`src/rtl/muldiv_pkg.sv`:
```
// Shared types for the iterative multiply/divide unit.
package muldiv_pkg;

  typedef enum logic [1:0] {
    OP_MULT  = 2'b00,
    OP_MULTU = 2'b01,
    OP_DIV   = 2'b10,
    OP_DIVU  = 2'b11
  } muldiv_op_t;

  typedef enum logic [1:0] {
    S_IDLE = 2'b00,
    S_RUN  = 2'b01,
    S_FIX  = 2'b10
  } muldiv_state_t;

  function automatic logic is_signed_op(input muldiv_op_t op);
    return (op == OP_MULT) || (op == OP_DIV);
  endfunction

  function automatic logic is_div_op(input muldiv_op_t op);
    return (op == OP_DIV) || (op == OP_DIVU);
  endfunction

endpackage

```
`src/rtl/muldiv_iter_step.sv`:
```
// One radix-2 iteration: shift-add for multiply, shift-compare-subtract for divide.
module muldiv_iter_step #(
  parameter int WIDTH = 32
) (
  input  logic                 is_div,
  input  logic [2*WIDTH-1:0]   acc_in,
  input  logic [WIDTH-1:0]     operand,
  output logic [2*WIDTH-1:0]   acc_out
);

  logic [WIDTH:0]   sum;
  logic [WIDTH:0]   rem_sh;
  logic [WIDTH-1:0] diff;

  always_comb begin
    sum     = {1'b0, acc_in[2*WIDTH-1:WIDTH]} + {1'b0, operand};
    // Divide: acc = {partial remainder, remaining dividend bits / quotient bits}
    rem_sh  = acc_in[2*WIDTH-1:WIDTH-1];
    diff    = rem_sh[WIDTH-1:0] - operand;
    acc_out = acc_in;
    if (is_div) begin
      if (rem_sh >= {1'b0, operand}) begin
        acc_out = {diff, acc_in[WIDTH-2:0], 1'b1};
      end else begin
        acc_out = {rem_sh[WIDTH-1:0], acc_in[WIDTH-2:0], 1'b0};
      end
    end else if (acc_in[0]) begin
      acc_out = {sum, acc_in[WIDTH-1:1]};
    end else begin
      acc_out = {1'b0, acc_in[2*WIDTH-1:1]};
    end
  end

endmodule

```
`src/rtl/muldiv_sequencer.sv`:
```
// Iterative MULT/MULTU/DIV/DIVU controller with HI/LO registers and MTHI/MTLO access.
module muldiv_sequencer
  import muldiv_pkg::*;
#(
  parameter int WIDTH = 32
) (
  input  logic             clk,
  input  logic             reset,
  input  logic             start,
  input  logic [1:0]       op,
  input  logic [WIDTH-1:0] operand_a,
  input  logic [WIDTH-1:0] operand_b,
  input  logic             mt_hi,
  input  logic             mt_lo,
  input  logic [WIDTH-1:0] mt_data,
  input  logic             flush,
  output logic             stall,
  output logic             done,
  output logic [WIDTH-1:0] hi,
  output logic [WIDTH-1:0] lo
);

  localparam int CW = (WIDTH > 1) ? $clog2(WIDTH) : 1;

  muldiv_state_t      state, state_n;
  muldiv_op_t         op_in, op_q;
  logic [CW-1:0]      cnt;
  logic [2*WIDTH-1:0] acc, acc_step, prod_fix;
  logic [WIDTH-1:0]   opnd, a_raw, a_abs, b_abs;
  logic [WIDTH-1:0]   quot, rem, res_hi, res_lo;
  logic               sign_a, sign_b, b_zero;
  logic               in_signed, in_div, is_div;
  logic               load, step, commit, mt_wr;

  assign op_in     = muldiv_op_t'(op);
  assign in_signed = is_signed_op(op_in);
  assign in_div    = is_div_op(op_in);
  assign is_div    = is_div_op(op_q);
  assign a_abs     = (in_signed && operand_a[WIDTH-1]) ? -operand_a : operand_a;
  assign b_abs     = (in_signed && operand_b[WIDTH-1]) ? -operand_b : operand_b;
  assign stall     = (state != S_IDLE);

  muldiv_iter_step #(.WIDTH(WIDTH)) u_step (
    .is_div  (is_div),
    .acc_in  (acc),
    .operand (opnd),
    .acc_out (acc_step)
  );

  always_comb begin
    state_n = state;
    load    = 1'b0;
    step    = 1'b0;
    commit  = 1'b0;
    mt_wr   = 1'b0;
    unique case (state)
      S_IDLE: begin
        if (start) begin
          if (!flush) begin
            state_n = S_RUN;
            load    = 1'b1;
          end
        end else begin
          mt_wr = mt_hi | mt_lo;
        end
      end
      S_RUN: begin
        step = 1'b1;
        if (cnt == '0) state_n = S_FIX;
      end
      S_FIX: begin
        state_n = S_IDLE;
        commit  = 1'b1;
      end
      default: state_n = S_IDLE;
    endcase
    // Flush squashes everything in flight, including a completing FIX.
    if (flush) begin
      state_n = S_IDLE;
      step    = 1'b0;
      commit  = 1'b0;
    end
  end

  always_comb begin
    prod_fix = (sign_a ^ sign_b) ? -acc : acc;
    quot     = acc[WIDTH-1:0];
    rem      = acc[2*WIDTH-1:WIDTH];
    res_hi   = prod_fix[2*WIDTH-1:WIDTH];
    res_lo   = prod_fix[WIDTH-1:0];
    if (is_div) begin
      if (b_zero) begin
        res_lo = '1;
        res_hi = a_raw;
      end else begin
        res_lo = (sign_a ^ sign_b) ? -quot : quot;
        res_hi = sign_a ? -rem : rem;
      end
    end
  end

  always_ff @(posedge clk) begin
    if (reset) state <= S_IDLE;
    else       state <= state_n;
  end

  always_ff @(posedge clk) begin
    if (reset) begin
      hi     <= '0;
      lo     <= '0;
      done   <= 1'b0;
      cnt    <= '0;
      acc    <= '0;
      opnd   <= '0;
      a_raw  <= '0;
      sign_a <= 1'b0;
      sign_b <= 1'b0;
      b_zero <= 1'b0;
      op_q   <= OP_MULT;
    end else begin
      done <= commit;
      if (load) begin
        op_q   <= op_in;
        a_raw  <= operand_a;
        sign_a <= in_signed & operand_a[WIDTH-1];
        sign_b <= in_signed & operand_b[WIDTH-1];
        b_zero <= (operand_b == '0);
        cnt    <= CW'(WIDTH - 1);
        // Multiply walks |b| out of the low half; divide walks |a| through it.
        acc    <= {{WIDTH{1'b0}}, (in_div ? a_abs : b_abs)};
        opnd   <= in_div ? b_abs : a_abs;
      end
      if (step) begin
        acc <= acc_step;
        if (cnt != '0) cnt <= cnt - 1'b1;
      end
      if (commit) begin
        hi <= res_hi;
        lo <= res_lo;
      end
      if (mt_wr) begin
        if (mt_hi) hi <= mt_data;
        if (mt_lo) lo <= mt_data;
      end
    end
  end

endmodule

```
`config.mk`:
```
export PLATFORM = sky130hd
export DESIGN_NAME = muldiv_sequencer
export DESIGN_NICKNAME = d
export VERILOG_FILES = /design/src/rtl/muldiv_pkg.sv /design/src/rtl/muldiv_iter_step.sv /design/src/rtl/muldiv_sequencer.sv
export SDC_FILE = /design/constraint.sdc
export NUM_CORES = 1
export LEC_CHECK = 0
export CORE_ASPECT_RATIO = 0.75
export CORE_UTILIZATION = 35
export CTS_CLUSTER_SIZE = 40
export DETAILED_ROUTE_END_ITERATION = 7
export DONT_BUFFER_PORTS = 1
export SETUP_SLACK_MARGIN = 0.05
export SLEW_MARGIN = 10
export SYNTH_ARGS = -nofsm -noshare
export SYNTH_HDL_FRONTEND = slang
export SYNTH_HIERARCHICAL = 1
export SYNTH_SLANG_ARGS = --single-unit
```
`constraint.sdc`:
```
create_clock -name clk -period 4.29 [get_ports clk]
set_clock_uncertainty 0.2 [all_clocks]
set_input_delay 0.858 -clock clk [delete_from_list [all_inputs] [get_ports clk]]
set_output_delay 0.858 -clock clk [all_outputs]
set_load 0.05 [all_outputs]
```
Yosys cells after proc, flatten, opt, wreduce, memory -nomap -nowiden
Cells that the tools add are included.

Register bits after elaboration: 205. Input bits: 104. Output and inout port bits: 66. Word-level logic and storage cells: 84.

Add/sub/neg operators: 8. Order comparisons: 1. Eq/ne operators: 8. Multiplexer cells: 37. Bitwise gates (word level): 4. Reductions and logical operators: 14.

Operators with widths (number): two-way mux 32 bit (16); two-way mux 64 bit (6); negation 32 bit (4); negation 64 bit (1); adder 32 x 32 -> 33 bit (1); >= comparator 33 x 32 -> 1 bit (1); zero test 32 bit (1); subtractor 32 bit (1); two-way mux 5 bit (3); == test 2 bit (second input constant) (5); two-way mux 1 bit (9); zero test 5 bit (1); nonzero test 5 bit (1); subtractor 5 x 1 -> 5 bit (second input constant) (1); zero test 2 bit (2); two-way mux 2 bit (2); inequality test 2 bit (second input constant) (2); case mux 2 bit (2 select lines) (1); nonzero test 2 bit (2); logical OR 1 bit (3); bitwise AND 1 bit (2); == test 2 x 1 -> 1 bit (second input constant) (1); logical AND 1 bit (2); AND reduction 2 bit (1); 3 further kinds (3).

Longest topological paths before layout
Word-level depth: 7. Depth in mapped cells: 14.

By module
Netlist, hierarchy kept.

By module, submodules not included: muldiv_sequencer (times used 1, cells each 1580, area each 12051.6 µm²); muldiv_iter_step (times used 1, cells each 712, area each 4760.8 µm²).

Least setup slack after synthesis
No wires, ideal clock.

Path kind: flip-flop to flip-flop. From: register acc[32]. To: register acc[53]. Setup time: 0.117 ns. Arrival time: 2.962 ns. Setup slack: 1.011 ns. Stages on the path, launching flop included: 13. Path buffers: 0. Path through: dfxtp_1 ha_1 fa_1 a211oi_2 o21ai_2 o211ai_1 nand2_1 or4_4 and2_1 xor2_1 a211oi_1 a21oi_1 a22o_1.

Cells in the longest elaborated chain, start to end: 4. Elaborated cells between the ends (all ways): 7.

RTL lines: start, declared (RTL line muldiv_sequencer.sv:28) `logic [2*WIDTH-1:0] acc, acc_step, prod_fix;`; start signal, assigned (RTL line muldiv_sequencer.sv:130) `acc <= {{WIDTH{1'b0}}, (in_div ? a_abs : b_abs)};`; start signal, assigned (RTL line muldiv_sequencer.sv:134) `acc <= acc_step;`; adder 32 x 32 -> 33 bit (tied with other cells) (RTL line muldiv_iter_step.sv:16) `sum = {1'b0, acc_in[2*WIDTH-1:WIDTH]} + {1'b0, operand};`; two-way mux 64 bit, on equally long branches (RTL line muldiv_iter_step.sv:27, muldiv_iter_step.sv:22); two-way mux 64 bit * (RTL line muldiv_iter_step.sv:21) `if (is_div) begin`; net acc_step[53] (RTL line muldiv_sequencer.sv:28); two-way mux 64 bit * (RTL line muldiv_sequencer.sv:133) `if (step) begin`.

The timed path passes the listed nets; every way through them passes the cells marked *. A chain may end at the register's enable or synchronous reset.

Worst setup path in the final report
From: register acc[22]. To: register hi[29].

Cells in the longest elaborated chain, start to end: 6.

RTL lines: negation 64 bit * (RTL line muldiv_sequencer.sv:86) `prod_fix = (sign_a ^ sign_b) ? -acc : acc;`; two-way mux 64 bit * (RTL line muldiv_sequencer.sv:86); two-way mux 32 bit * (RTL line muldiv_sequencer.sv:91) `if (is_div) begin`; two-way mux 32 bit * (RTL line muldiv_sequencer.sv:137) `if (commit) begin`; two-way mux 32 bit (RTL line muldiv_sequencer.sv:142) `if (mt_hi) hi <= mt_data;`; two-way mux 32 bit * (RTL line muldiv_sequencer.sv:141) `if (mt_wr) begin`; end signal, assigned (RTL line muldiv_sequencer.sv:138) `hi <= res_hi;`; end signal, assigned (RTL line muldiv_sequencer.sv:142); end, declared (RTL line muldiv_sequencer.sv:19) `output logic [WIDTH-1:0] hi,`.

Every way passes the cells marked *; elsewhere a longest branch is shown, timed or not.

==> results list <==
- With fillers left out, the area of the finished cells amounts to 0.0185 sq mm.
* Total of flip-flops plus latches after synthesis: 204
* Quantity of hold-fixing buffers added after cts: 0
- Static timing analysis puts the maximum clock frequency at ~0.25 GHz.
- The kind of cell with the highest combined delay along the critical path is simple AND/OR/NAND/NOR gates.
- Number of remaining DRC errors: 0
- Proportion of register bits with asynchronous set or reset after synthesis: 0
- In this run the worst hold path is classified as input pin to flip-flop.
- Number of gates given a new drive strength after cts: 0
- The routed design has about 80 mm of wire.
* Syn Nets: 2,467
- Synth Area per Inst: 7.34 sq um
* Clk Latency, worst-skew pair: 550 ps
* Worst-path cell chain: nor4_1, nand4b_1, nand2b_1, nor2_1, a31oi_1, xnor2_1, a2111oi_0
- The number of global-route vias before repair is between 15,000 and 20,000.
- Setup violations remaining at the end of the flow were counted as 0.
- Number of slew-limit violations in the final report: 0
- Number of vias per cell after detailed routing: 6.44
- 170 I/O pins were placed.
- Worst Tran Pin Value: approximately 1300 ps
- The number of antenna violations at the first check in global routing came to 9.
- Final sum of negative setup slack: 0 ps
* Global route overflow: 0
- In this run, CTS created clock tree buffers numbering 24.
* Clock tree from TritonCTS: built
- Maximum vdd ir drop: approximately 240 uV
* Netlist cell types: 90
- Measured on the finished design, the core utilization comes to 0.390.
- The number of setup buffers added after CTS is 0.
- Row Count: 69
* Slowest cell on the critical path: nor4_1
* FF/Latch Area: between 0.004 and 0.005 sq mm
* Pint: roughly 3700 uW
- Core region area: ~0.047 sq mm
* Post-synthesis sequential area ratio: 0.243
- The floorplan step defined a die boundary enclosing about 0.05 sq mm.
* Layout Nets: between 2,000 and 2,500
- The run finished with clean final reports.
* Worst slew margin: 0.122
- Crit Path Category: flip-flop to flip-flop
- Number of input and output port buffers inserted: 0
* Fraction of power consumed by the clock network: 0.365
- Post-DP HPWL: slightly above 60 mm
* Remaining antenna violation count: 0
- Along the worst path, the maximum fanout reaches 8.
- Fraction of power consumed by sequential logic: 0.382
- Most frequently used flop master after synthesis: dfxtp_1
* Data arrival time of the worst path: 4220 ps
* Count of flip-flops with a built-in enable after synthesis: 0
* Chip width: 255 microns
* Die H: between 150 and 200 microns
* Total GRT Usage: 0.312
- The first global-routing pass estimated approximately 110 mm of wire.
- Detailed Route Iter0 Violations: around 2,500
- Clock-pin slew was measured on the worst setup and hold paths at around 70 ps.
- The congestion estimate from routability-driven global placement came to 1.02.
- Pin count of the biggest net entering global routing: between 100 and 150
- Layout cells sized above 1: 0.0896
- Ys Warns: 6
- Area taken by multi-input logic gates: 0.0118 sq mm
- Data on the critical path is required at its endpoint by about 4500 ps.
- The layout has between 4,000 and 5,000 filler cells.
- Max Root-Sink Buffers: 3
- The area growth from synthesis to layout is 9.91%.
- In the post-route analysis, the smallest setup slack over all paths is just over 300 ps.
- Fin crit period: about 4000 ps
- Power Dens Cells: 320 mW/mm^2
- The synthesized netlist occupies a cell area of 0.0168 sq mm.
- Cells after Synth: about 2,300
* Fraction of power spent switching nets: 0.371
- Detailed-router iteration count before antenna repair: 6
- Static power due to leakage: 0.00689 uW
- The critical path contains buffers and inverters numbering 0 combined.
- Clock root buffer: clkbuf_16
- Placed instance area: ~0.018 sq mm
- Vias after detailed routing: 18,700
- On the worst path, the slowest cell contributes a delay of around 800 ps.
* Part of the cycle the worst path needs: 0.929
* CP Launch Type: flip-flop
- The clock net in this run drives a total of approximately 200 sinks.
* Wire length per cell after detailed routing: roughly 27 microns
* Share of power burned in combinational logic: 0.253
- Max-capacitance violation count: 0
- Switching power of the nets: approximately 2200 uW
- STA classifies the critical path endpoint as a flip-flop.
* RSZ-0062 raised after global routing: false
- At the placement stage, the worst setup path has a slack of 427 ps.
* Total count of hold-check failures in the final report: 0
* PnR Total Power: 5920 uW
- CTS built an H-tree with a depth of 1.
* Effective utilization at floorplan: 0.355
-- cells in the mapped netlist, types with 32 or more instances --
cell / instances / area [sq um]
nand2_1: 282 / 1060
a21oi_1: 229 / 1150
dfxtp_1: 204 / 4080
nor2_1: 182 / 683
clkbuf_1: 146 / 548
o21ai_0: 131 / 656
xor2_1: 84 / 736
inv_1: 80 / 300
nor3_1: 79 / 395
xnor2_1: 75 / 657
ha_1: 69 / 863
o221ai_1: 45 / 394
a211oi_1: 42 / 315
a31oi_1: 41 / 257
a22oi_1: 40 / 300
nand3_1: 39 / 195
a22o_1: 34 / 298
mux2_2: 32 / 360
o211ai_1: 32 / 240
-- cell usage in the layout, fill, tap and decap left out, types with 15 or more instances in the layout --
master / n
a211oi_1: 42
a21oi_1: 229
a22o_1: 34
a22oi_1: 40
a31oi_1: 41
buf_4: 81
clkbuf_16: 25
dfxtp_1: 202
ha_1: 69
inv_1: 80
mux2_2: 32
mux2i_1: 28
nand2_1: 282
nand2b_1: 15
nand3_1: 39
nand4_1: 22
nor2_1: 180
nor2b_1: 22
nor3_1: 76
nor4_1: 27
o211ai_1: 32
o21ai_0: 131
o221ai_1: 45
o22ai_1: 31
o31ai_1: 20
or4_1: 15
xnor2_1: 74
xor2_1: 84
-- power by group through the flow --
stage | combinational [uW] | sequential, uW | clock, uW
2_1_floorplan | 1010 | 2220 | 0
3_3_place_gp | 1440 | 2290 | 0
3_5_place_dp | 1430 | 2290 | 0
4_1_cts | 1440 | 2250 | 2180
5_1_grt | 1600 | 2270 | 2240
6_report | 1500 | 2260 | 2160
-- state kept, by name, summed over array words and instances (netlist names) --
signal and count:
hi 32, done 1, a_raw 32, lo 32, opnd 32, op_q 1
acc 64, sign_b 1, cnt 5, b_zero 1, state 2, sign_a 1
-- worst paths after layout --
| check | from | depth (start not counted) | slack [ps] | endpoint |
|---|---|---|---|---|
| max | acc[22]$_SDFFE_PP0P_ | 7 | 310 | hi[29]$_SDFF_PP0_ |
| min reg2reg | cnt[4]$_SDFF_PP0_ | 1 | 250 | cnt[4]$_SDFF_PP0_ |
| min | reset | 1 | 180 | op_q[1]$_SDFFE_PP0P_ |
| max reg2reg | acc[22]$_SDFFE_PP0P_ | 7 | 310 | hi[29]$_SDFF_PP0_ |
-- logic make-up after synthesis --
| kind of cell | after synthesis | share of synthesized area |
|---|---|---|
| fa+ha+maj | 71 | 0.0537 |
| flops | 204 | 0.243 |
| xor+xnor | 159 | 0.0828 |
| compound gates | 797 | 0.315 |
| simple gates | 755 | 0.211 |
| mux | 60 | 0.0381 |
| buf+inv | 246 | 0.0569 |
-- stage by stage --
| step | std cells | hold WS (ps) |
|---|---|---|
| 2_1_floorplan | 2292 | 224 |
| 3_3_place_gp | 2849 | 236 |
| 3_5_place_dp | 2849 | 242 |
| 4_1_cts | 2893 | 177 |
| 5_1_grt | 2893 | 177 |
| 6_report | 2895 | 181 |
-- layout make-up --
cell class	instances	share of cell area
Multi-Input combinational cell	1842	0.640
Sequential cell	204	0.221
Tap cell	639	0.0433
Clock buffer	29	0.0358
Timing Repair Buffer	83	0.0351
Inverter	81	0.0165
Clock inverter	15	0.00785
Antenna cell	2	0.000271
-- routing by layer --
layer,vias up,track usage,wire length (microns)
li1,8412,-,-
met1,9035,0.468,35400
met2,1113,0.426,31200
met3,92,0.105,10900
met4,6,0.0491,1190
met5,-,0,36
No activity file was read; power rests on OpenSTA's default activity.
